[src/rtl/aes256_cbc_framer_if.sv]
// AXI4-Stream style byte interface shared by the framer's input and output.
// A beat transfers on a rising edge where tvalid && tready are both high;
// the master keeps tvalid and its payload stable until that edge.
interface axis_if;
    logic [7:0] tdata;
    logic       tvalid;
    logic       tready;
    logic       tlast;
    logic       tuser;
    logic       tkeep;

    modport master (output tdata, output tvalid, output tlast, output tuser, output tkeep,
                    input  tready);
    modport slave  (input  tdata, input  tvalid, input  tlast, input  tuser, input  tkeep,
                    output tready);
endinterface

[src/rtl/aes256_cbc_framer.sv]
// aes256_cbc_framer: serialises an AES-256 CBC request for a byte-wide core.
// Each request is 16 beats of Key[127:0], 16 beats of Key[255:128], 16 beats
// of Iv, then the message bytes, padded out to a whole 16-byte block.
//
// Build option AES_CBC_FRAMER_PKCS7_EN:
//   defined   - PKCS#7 padding (a full pad block when the message already
//               ends on a block boundary); Pad_err is tied low.
//   undefined - a short final block is zero-filled and Pad_err pulses when
//               the last message byte is accepted.
//
// Handshake rule on both streams: a beat moves on the rising edge where
// tvalid && tready; the sender holds tvalid, tdata, tlast and tuser steady
// until then. State_dbg exposes the one-hot FSM state for checkers.
module aes256_cbc_framer (
    input  logic         Clk,
    input  logic         Rst,
    input  logic [255:0] Key,
    input  logic [127:0] Iv,
    input  logic         Enc,
    input  logic         Start,
    output logic         Busy,
    output logic         Done,
    output logic         Pad_err,
    axis_if.slave        S_axis,
    axis_if.master       M_axis,
    output logic [5:0]   State_dbg
);

    typedef enum logic [5:0] {
        ST_IDLE  = 6'b000001,
        ST_KEY_0 = 6'b000010,
        ST_KEY_1 = 6'b000100,
        ST_IV    = 6'b001000,
        ST_TEXT  = 6'b010000,
        ST_PAD   = 6'b100000
    } state_t;

    state_t       state_q;
    state_t       state_d;
    logic [3:0]   cnt_q;
    logic [3:0]   cnt_d;
    logic [255:0] key_q;
    logic [127:0] iv_q;
    logic         enc_q;
    logic         done_q;

    logic [127:0] hdr_word;
    logic [7:0]   hdr_byte;
    logic [7:0]   pad_byte;
    logic         m_valid;
    logic [7:0]   m_data;
    logic         m_last;
    logic         s_ready;
    logic         final_hs;

`ifdef AES_CBC_FRAMER_PKCS7_EN
    logic [7:0]   pad_q;
    logic [7:0]   pad_d;
`else
    logic         pad_err_c;
`endif

    // Sideband bits on the message stream carry nothing for this block.
    logic unused_s_side;
    assign unused_s_side = ^{S_axis.tuser, S_axis.tkeep};

    // Header byte select: pick the 128-bit word for the current header state,
    // then the byte addressed by the beat counter (LSB first).
    always_comb begin
        hdr_word = iv_q;
        case (state_q)
            ST_KEY_0: hdr_word = key_q[127:0];
            ST_KEY_1: hdr_word = key_q[255:128];
            default:  hdr_word = iv_q;
        endcase
        hdr_byte = hdr_word[{cnt_q, 3'b000} +: 8];
    end

`ifdef AES_CBC_FRAMER_PKCS7_EN
    assign pad_byte = pad_q;
`else
    assign pad_byte = 8'h00;
`endif

    // Next-state, beat counter and stream outputs.
    always_comb begin
        state_d  = state_q;
        cnt_d    = cnt_q;
        m_valid  = 1'b0;
        m_data   = 8'h00;
        m_last   = 1'b0;
        s_ready  = 1'b0;
        final_hs = 1'b0;
`ifdef AES_CBC_FRAMER_PKCS7_EN
        pad_d    = pad_q;
`else
        pad_err_c = 1'b0;
`endif
        case (state_q)
            ST_IDLE: begin
                cnt_d = 4'd0;
                if (Start) begin
                    state_d = ST_KEY_0;
                end
            end
            ST_KEY_0, ST_KEY_1, ST_IV: begin
                m_valid = 1'b1;
                m_data  = hdr_byte;
                if (M_axis.tready) begin
                    cnt_d = cnt_q + 4'd1;
                    if (cnt_q == 4'd15) begin
                        if (state_q == ST_KEY_0) begin
                            state_d = ST_KEY_1;
                        end else if (state_q == ST_KEY_1) begin
                            state_d = ST_IV;
                        end else begin
                            state_d = ST_TEXT;
                        end
                    end
                end
            end
            ST_TEXT: begin
                // Zero-latency pass-through; a missing input beat stalls the output.
                m_valid = S_axis.tvalid;
                m_data  = S_axis.tdata;
                s_ready = M_axis.tready;
`ifdef AES_CBC_FRAMER_PKCS7_EN
                m_last  = 1'b0;
`else
                m_last  = S_axis.tlast && (cnt_q == 4'd15);
`endif
                if (S_axis.tvalid && M_axis.tready) begin
                    cnt_d = cnt_q + 4'd1;
                    if (S_axis.tlast) begin
`ifdef AES_CBC_FRAMER_PKCS7_EN
                        // Pad length 15-k; a block-aligned message gets 16 x 8'h10.
                        state_d = ST_PAD;
                        if (cnt_q == 4'd15) begin
                            pad_d = 8'h10;
                        end else begin
                            pad_d = {4'h0, 4'd15 - cnt_q};
                        end
`else
                        if (cnt_q == 4'd15) begin
                            state_d  = ST_IDLE;
                            final_hs = 1'b1;
                        end else begin
                            state_d   = ST_PAD;
                            pad_err_c = 1'b1;
                        end
`endif
                    end
                end
            end
            ST_PAD: begin
                m_valid = 1'b1;
                m_data  = pad_byte;
                m_last  = (cnt_q == 4'd15);
                if (M_axis.tready) begin
                    cnt_d = cnt_q + 4'd1;
                    if (cnt_q == 4'd15) begin
                        state_d  = ST_IDLE;
                        final_hs = 1'b1;
                    end
                end
            end
            default: begin
                state_d = ST_IDLE;
                cnt_d   = 4'd0;
            end
        endcase
    end

    // State, counter and holding registers; reset abandons any request.
    always_ff @(posedge Clk) begin
        if (Rst) begin
            state_q <= ST_IDLE;
            cnt_q   <= 4'd0;
            key_q   <= '0;
            iv_q    <= '0;
            enc_q   <= 1'b0;
            done_q  <= 1'b0;
`ifdef AES_CBC_FRAMER_PKCS7_EN
            pad_q   <= 8'h00;
`endif
        end else begin
            state_q <= state_d;
            cnt_q   <= cnt_d;
            done_q  <= final_hs;
`ifdef AES_CBC_FRAMER_PKCS7_EN
            pad_q   <= pad_d;
`endif
            if ((state_q == ST_IDLE) && Start) begin
                key_q <= Key;
                iv_q  <= Iv;
                enc_q <= Enc;
            end
        end
    end

    // Busy covers the whole request including the Done cycle.
    assign Busy      = (state_q != ST_IDLE) || done_q;
    assign Done      = done_q;
    assign State_dbg = state_q;

`ifdef AES_CBC_FRAMER_PKCS7_EN
    assign Pad_err = 1'b0;
`else
    assign Pad_err = pad_err_c;
`endif

    assign M_axis.tvalid = m_valid;
    assign M_axis.tdata  = m_data;
    assign M_axis.tlast  = m_last;
    assign M_axis.tuser  = enc_q;
    assign M_axis.tkeep  = m_valid;
    assign S_axis.tready = s_ready;

endmodule

[src/flat_wrapper.sv]
// flat-port wrapper written by rule: the top's interface ports become plain ports
module aes256_cbc_framer_flat 
  (Clk, Rst, Key, Iv, Enc, Start, Busy, Done, Pad_err, State_dbg, S_axis_tdata, S_axis_tvalid, S_axis_tlast, S_axis_tuser, S_axis_tkeep, S_axis_tready, M_axis_tdata, M_axis_tvalid, M_axis_tlast, M_axis_tuser, M_axis_tkeep, M_axis_tready);
  axis_if S_axis_i ();
  axis_if M_axis_i ();
  input  logic Clk;
  input  logic Rst;
  input  logic [255:0] Key;
  input  logic [127:0] Iv;
  input  logic Enc;
  input  logic Start;
  output logic Busy;
  output logic Done;
  output logic Pad_err;
  output logic [5:0] State_dbg;
  input wire logic [$bits(S_axis_i.tdata)-1:0] S_axis_tdata;
  input wire logic [$bits(S_axis_i.tvalid)-1:0] S_axis_tvalid;
  input wire logic [$bits(S_axis_i.tlast)-1:0] S_axis_tlast;
  input wire logic [$bits(S_axis_i.tuser)-1:0] S_axis_tuser;
  input wire logic [$bits(S_axis_i.tkeep)-1:0] S_axis_tkeep;
  output wire logic [$bits(S_axis_i.tready)-1:0] S_axis_tready;
  output wire logic [$bits(M_axis_i.tdata)-1:0] M_axis_tdata;
  output wire logic [$bits(M_axis_i.tvalid)-1:0] M_axis_tvalid;
  output wire logic [$bits(M_axis_i.tlast)-1:0] M_axis_tlast;
  output wire logic [$bits(M_axis_i.tuser)-1:0] M_axis_tuser;
  output wire logic [$bits(M_axis_i.tkeep)-1:0] M_axis_tkeep;
  input wire logic [$bits(M_axis_i.tready)-1:0] M_axis_tready;
  assign S_axis_i.tdata = S_axis_tdata;
  assign S_axis_i.tvalid = S_axis_tvalid;
  assign S_axis_i.tlast = S_axis_tlast;
  assign S_axis_i.tuser = S_axis_tuser;
  assign S_axis_i.tkeep = S_axis_tkeep;
  assign S_axis_tready = S_axis_i.tready;
  assign M_axis_tdata = M_axis_i.tdata;
  assign M_axis_tvalid = M_axis_i.tvalid;
  assign M_axis_tlast = M_axis_i.tlast;
  assign M_axis_tuser = M_axis_i.tuser;
  assign M_axis_tkeep = M_axis_i.tkeep;
  assign M_axis_i.tready = M_axis_tready;
  aes256_cbc_framer u_core (.Clk(Clk), .Rst(Rst), .Key(Key), .Iv(Iv), .Enc(Enc), .Start(Start), .Busy(Busy), .Done(Done), .Pad_err(Pad_err), .S_axis(S_axis_i), .M_axis(M_axis_i), .State_dbg(State_dbg));
endmodule
[config.mk]
export PLATFORM = sky130hd
export DESIGN_NAME = aes256_cbc_framer_flat
export DESIGN_NICKNAME = d
export VERILOG_FILES = /design/src/rtl/aes256_cbc_framer_if.sv /design/src/rtl/aes256_cbc_framer.sv /design/src/flat_wrapper.sv
export SDC_FILE = /design/constraint.sdc
export NUM_CORES = 1
export LEC_CHECK = 0
export BUFFER_PORTS_ARGS = -buffer_cell sky130_fd_sc_hd__clkbuf_2
export CAP_MARGIN = 20
export CORE_MARGIN = 2
export CORE_UTILIZATION = 55
export CTS_CLUSTER_DIAMETER = 150
export CTS_CLUSTER_SIZE = 12
export DETAILED_ROUTE_END_ITERATION = 8
export MAX_ROUTING_LAYER = met4
export PLACE_DENSITY = 0.84
export SETUP_SLACK_MARGIN = 0.4
export SLEW_MARGIN = 20
export SYNTH_ARGS = -nofsm -noshare
export SYNTH_HDL_FRONTEND = slang
export SYNTH_SLANG_ARGS = --single-unit
[constraint.sdc]
create_clock -name Clk -period 4.3 [get_ports Clk]
set_clock_uncertainty 0.05 [all_clocks]
set_input_delay 0.43 -clock Clk [delete_from_list [all_inputs] [get_ports Clk]]
set_output_delay 0.43 -clock Clk [all_outputs]
set_load 0.05 [all_outputs]
==> results of run 1 <==
-- cell type report --
class / instances / area, µm²
flip-flops and latches: 396 / 7950
well taps: 396 / 495
inverters: 6 / 22.5
fillers: 2474 / 9230
clock buffers: 42 / 1030
multi-input cells: 1580 / 8550
repair buffers: 513 / 3290
diodes: 11 / 27.5
-- sequential cells by signal, summed over array words and instances, names as in the netlist --
register             count
u_core.key_q           256
u_core.Done              1
u_core.State_dbg         6
u_core.M_axis.tuser      1
u_core.iv_q            128
u_core.cnt_q             4
-- where the power goes --
group / internal (mW) / switching (mW)
combinational: 0.502 / 0.831
sequential: 3.96 / 0.175
clock: 1.67 / 1.36
-- synth_stat cells, types with 7 or more instances --
cell type  instances  share of area, %
a211oi_1           8              0.35
a21o_1             8              0.35
a21oi_1          421                12
a221o_1            7              0.41
a221oi_1          61               3.1
a22o_1             9              0.46
a22oi_1           38               1.7
a311oi_1           7              0.36
a31oi_1            7              0.26
buf_2             51               1.5
buf_4              7              0.31
buf_6              7              0.46
clkbuf_1         123               2.7
dfxtp_1          396                46
mux2i_1           16              0.94
mux4_2            29               3.8
nand2_1          790                17
nand2b_1           8              0.29
nand3_1           11              0.32
nor2_1            30              0.66
nor3_1             8              0.23
o21ai_0           20              0.58
o31ai_1            8              0.35
-- kinds of logic after synthesis --
family / Yosys count / share of synthesized area (%)
mux: 50 / 5.08
flops: 396 / 46.3
compound gates: 641 / 22.8
fa+ha+maj: 1 / 0.0730
simple gates: 882 / 20.4
xor+xnor: 3 / 0.153
buf+inv: 199 / 5.19
-- cell usage in the layout, fill, tap and decap left out, types with 4 or more instances in the layout --
cell type,netlist,layout
a22oi_1,38,34
a221oi_2,0,4
o41ai_2,4,5
nor2_1,30,30
mux2i_1,16,16
buf_8,0,4
or3_1,6,6
mux2_2,5,5
nor3_1,8,6
buf_4,7,64
a211oi_1,8,7
nor4_1,5,4
dfxtp_4,0,4
clkbuf_16,0,49
a221o_1,7,7
clkbuf_2,0,412
a22oi_2,1,5
a21oi_1,421,421
diode_2,0,11
nand3_1,11,11
o21ai_1,1,5
a311oi_2,0,4
a221oi_1,61,57
o31ai_1,8,5
dfxtp_1,396,390
a211o_1,6,6
buf_12,0,20
nor2b_1,6,5
inv_1,6,6
a21o_1,8,8
nand2_1,790,789
o21ai_0,20,16
a22o_1,9,9
a31oi_1,7,7
o2bb2ai_1,5,5
mux4_2,29,29
nand2b_1,8,8
-- how the worst max path moves through the flow --
stage / to / slack [ns] / depth (start not counted)
2_1_floorplan: M_axis_tdata[4] / 0.70 / 10
3_3_place_gp: M_axis_tdata[3] / 0.62 / 8
3_5_place_dp: M_axis_tdata[0] / 0.56 / 8
4_1_cts: M_axis_tdata[1] / 0.38 / 9
5_1_grt: M_axis_tdata[1] / 0.31 / 9
6_report: M_axis_tdata[1] / 0.33 / 11
-- worst min-delay path, delay by kind of cell --
family | cells | cell delay [ns]
buffers and inverters | 1 | 0.08
AO/OA/AOI/OAI | 1 | 0.05
AND/OR/NAND/NOR | 1 | 0.05
-- timing repair --
action | CTS | global route
resized for setup | 29 | 31
pin swaps | 9 | 13
setup buffers | 10 | 34
cloned | 3 | 9
endpoints found under the setup margin | 8 | 8
-- per-layer routing --
layer	wire, µm	track usage (%)	vias to the layer above
met4	3250	17.6	0
met5	0	-	-
met3	6390	7.46	199
met2	27200	53.4	1055
li1	-	-	8199
met1	23200	43.8	8133
==> results.txt, run 1 <==
Worst Setup SP - u_core.State_dbg[0]
syn_area_per_cell - 7.89 µm²
vias per std cell - 5.97
fin. max-slew vios - 0
max_cap viols - 0
Root Buffer Master - clkbuf_16
Worst EP required - 3.82 ns
post-route cell area - 21400 µm²
Period Utilization, post-route - 92.2%
area delta synth->final - 24.7%
vias in the first global route - 16500
Worst-path clk slew - 0.06 ns
chip height - 180 µm
die width - 180 µm
Pre-antenna DRT Iters - 8
flop-to-flop setup slack - 1.35 ns
DR WL/cell - 20.4 µm
Tightest Pin Transition - 0.998 ns
Final WS setup - 0.335 ns
initial antenna violation count - 10
critical path's top delay family - compound AO/OA/AOI/OAI gates
CTS Hold Buffers Added - 0
Post-Syn Nets - 2574
worst-path fanout max - 8
Synthesis Warnings - 0
Placement Rows - 64
final net count - 2937
Power Total - 8.50 mW
Overflow after GRT - 0
Via Count - 17600
f_max - 252 MHz
Initial Util - 56.0%
Post-Place Cells - 2834
mapped cell area - 17100 µm²
r2r startpoint - u_core.State_dbg[2]
Hold Path Class - in -> reg
startpoint types - flip-flop
Async SR Flop Fraction - 0%
GPL Wtd Cong - 0.904
Worst slew margin - 33.5%
largest net degree at the start of global routing - 273
Routed Antenna Nets - 0
Pleak - 8.60 nW
initial drt markers - 2011
Critical path buffers and inverters - 5
Post-synth EDFFs - 0
die area - 32600 µm²
sequential area share after synthesis - 46.3%
RR Endpoint - u_core.iv_q[102]
Setup Crit Path Kind - reg -> out
HP Start - Iv[71]
final setup vio count - 0
number of buffers created by CTS - 38
PortBufs - 420
Yosys reg bits - 396
worst-path cell chain - or4_4 > buf_12 > nor2_8 > buf_12 > buf_12 > buf_4 > a221oi_1 > o21ai_1 > a311oi_1 > o41ai_2 > bufbuf_16
dpl hpwl - 40300 µm
Syn Inst Count - 2172
area post-placement - 19400 µm²
post-synth cell types - 64
status - completed
VDD IR-drop max - 0.355 mV
Clk Latency, worst-skew pair - 0.54 ns
pre-CTS setup slack - 0.557 ns
clock buffer depth - 3
DRT Wirelength - 60000 µm
first-pass GRT wire length - 88200 µm
Core Region - 30600 µm²
share of layout cells above drive strength 1 - 25.4%
Final min period - 3.97 ns
CP arrival - 3.49 ns
GRT Overall Usage - 34.9%
CP max-delay cell - or4_4
biggest cell delay along the critical path - 0.59 ns
Hold WS - 0.0673 ns
Final Core Density - 69.8%
remaining routing DRC violations - 0
CP most frequent cell - buf_12
Non-Filler Instances - 2944
Final Hold Vio Count - 0
Primary FF master, synth - dfxtp_1
crit end category - primary output
# clock sinks - 396
num ports - 423
RSZ-0062 raised after global routing - yes
sum of negative setup slack - 0 ns
Worst Hold Endpoint - u_core.iv_q[71]
H-Tree Depth - 2
Hold Path Stages - 3
worst reg-to-reg path cell count - 9
P per Cell Area - 398 nW/µm²
CTS tree - done
(Power assumes the default switching activity.)
==> run 2, diff against run 1 <==
Settings changed: BUFFER_PORTS_ARGS -buffer_cell sky130_fd_sc_hd__clkbuf_2 to not set, DONT_BUFFER_PORTS set to 1, PLACE_DENSITY 0.84 to 0.72, SETUP_SLACK_MARGIN 0.4 to 0.3, SLEW_MARGIN 20 to not set.
==> results.txt, run 2 (synthesis results as in run 1) <==
HP Start - Key[172]
DR WL/cell - 21.4 µm (+5.1%)
vias in the first global route - 16200 (-1.4%)
vias per std cell - 6.17 (+3.2%)
fin. max-slew vios - 0 (unchanged)
dpl hpwl - 37400 µm (-7.2%)
f_max - 253 MHz (+0.37%)
share of layout cells above drive strength 1 - 6.85% (-19 points)
area delta synth->final - 24.6% (about the same)
most frequent cells in the layout - nand2_1 (789), a21oi_1 (421), dfxtp_1 (392)
Period Utilization, post-route - 91.9% (-0.34 points)
Hold Path Stages - 2 (-1)
pre-CTS setup slack - 0.522 ns (-0.0352 ns)
number of buffers created by CTS - 38 (unchanged)
chip height - 180 µm (unchanged)
VDD IR-drop max - 0.327 mV (-7.9%)
GRT Overall Usage - 35.6% (+0.64 points)
sum of negative setup slack - 0 ns (unchanged)
first-pass GRT wire length - 89400 µm (+1.5%)
Final Hold Vio Count - 0 (unchanged)
final setup vio count - 0 (unchanged)
Placement Rows - 64 (unchanged)
clock buffer depth - 3 (unchanged)
num ports - 423 (unchanged)
r2r startpoint - u_core.State_dbg[2]
H-Tree Depth - 2 (unchanged)
worst reg-to-reg path cell count - 8 (-1)
Setup Crit Path Kind - reg -> out
RR Endpoint - u_core.State_dbg[2]
Tightest Pin Transition - 1.01 ns (+0.0158 ns)
crit end category - primary output
flop-to-flop setup slack - 0.84 ns (-0.51 ns)
startpoint types - flip-flop
commonest non-fill, non-tap cell in the layout - nand2_1
Worst EP required - 3.82 ns (about the same)
initial antenna violation count - 5 (-5)
Pre-antenna DRT Iters - 6 (-2)
status - completed
initial drt markers - 2083 (+3.6%)
Core Region - 30600 µm² (unchanged)
Initial Util - 56.0% (unchanged)
Worst Hold Endpoint - u_core.key_q[172]
max reg flops - 256 (unchanged)
die area - 32600 µm² (unchanged)
Hold Path Class - in -> reg
Overflow after GRT - 0 (unchanged)
Final min period - 3.95 ns (-0.0148 ns)
P per Cell Area - 395 nW/µm² (-0.84%)
CTS tree - done
# clock sinks - 396 (unchanged)
Final Core Density - 69.8% (about the same)
GPL Wtd Cong - 0.916 (+1.3%)
Root Buffer Master - clkbuf_16
remaining routing DRC violations - 0 (unchanged)
Hold WS - 0.00265 ns (-0.0646 ns)
Final WS setup - 0.349 ns (+0.0148 ns)
Routed Antenna Nets - 0 (unchanged)
Clk Latency, worst-skew pair - 0.52 ns (-0.02 ns)
DRT Wirelength - 59300 µm (-1.2%)
Post-Place Cells - 2421 (-15%)
Worst slew margin - 32.4% (-1.1 points)
max_cap viols - 0 (unchanged)
RSZ-0062 raised after global routing - no
Via Count - 17100 (-3.0%)
Worst-path clk slew - 0.06 ns (about the same)
final net count - 2767 (-5.8%)
worst-path fanout max - 20 (+12)
PortBufs - 0 (-100%)
die width - 180 µm (unchanged)
largest net degree at the start of global routing - 203 (-26%)
CP arrival - 3.47 ns (-0.02 ns)
Non-Filler Instances - 2768 (-6.0%)
Reg with most FFs - u_core.key_q
Pleak - 8.07 nW (-6.1%)
-- run 2: cell count changes in the layout (fill, tap and decap cells not counted), sizes merged --
cell / delta
clkbuf: -423
dlygate4sd3: +291
buf: -37
diode: -5
bufbuf: -1
inv: +1
nor2: -1
or4: -1
-- run 2: final cells by class --
cell class,instances,area [µm²]
Inverter,6,22.5
Timing Repair Buffer,345,3490
Multi-Input combinational cell,1578,8390
Clock buffer,40,980
Fill cell,2352,9250
Sequential cell,396,7940
Antenna cell,6,15.0
Tap cell,396,495
Clock inverter,1,8.76
-- run 2: what timing repair did --
| item | 4_1_cts | 5_1_grt |
|---|---|---|
| pin swaps | 1 | 2 |
| setup buffers | 0 | 6 |
| gates resized for setup | 2 | 7 |
| endpoints found under the hold margin | 379 | 2 |
| hold buffers | 290 | 2 |
| endpoints found under the setup margin | 8 | 8 |
| cloned | 0 | 1 |
-- run 2: how the worst max path moves through the flow --
stage | startpoint | endpoint | slack, ns | cells after the start
finish | u_core.State_dbg[5] | M_axis_tdata[1] | 0.35 | 8
global route | u_core.State_dbg[5] | M_axis_tdata[7] | 0.30 | 8
CTS | u_core.State_dbg[5] | M_axis_tdata[2] | 0.28 | 8
detailed placement | u_core.State_dbg[2] | M_axis_tdata[2] | 0.52 | 8
global placement | u_core.State_dbg[2] | M_axis_tdata[2] | 0.58 | 8
floorplan | u_core.State_dbg[3] | M_axis_tdata[4] | 0.70 | 10
-- run 2: report_power, final --
group | switching, mW | total [mW] | internal [mW]
logic | 0.776 | 1.33 | 0.551
registers | 0.175 | 4.14 | 3.96
clock network | 1.35 | 2.95 | 1.60
total | 2.30 | 8.42 | 6.12
-- run 2: per-stage QoR --
stage | area, µm² | total power, mW
after global placement | 17300 | 5.14
after detailed placement | 17300 | 5.18
after CTS | 21200 | 8.38
after global routing | 21300 | 8.75
after floorplan | 17100 | 4.96
final | 21300 | 8.42
-- run 2: layer usage --
metal  global-route usage (%)  wire (µm)  vias up
met5                        -          0        -
met4                     14.7       2490        0
met3                     8.16       6070      176
met2                     53.6      26600      984
met1                     46.2      24200     8054
li1                         -          -     7852
-- run 2: critical path: stages, from the launching register on --
cell	delay (ns)
dfxtp_1	0.31
or4_4	0.74
nor2_8	0.29
buf_4	0.23
a221oi_1	0.09
o21ai_0	0.44
a311oi_1	0.31
o41ai_2	0.26
buf_4	0.25
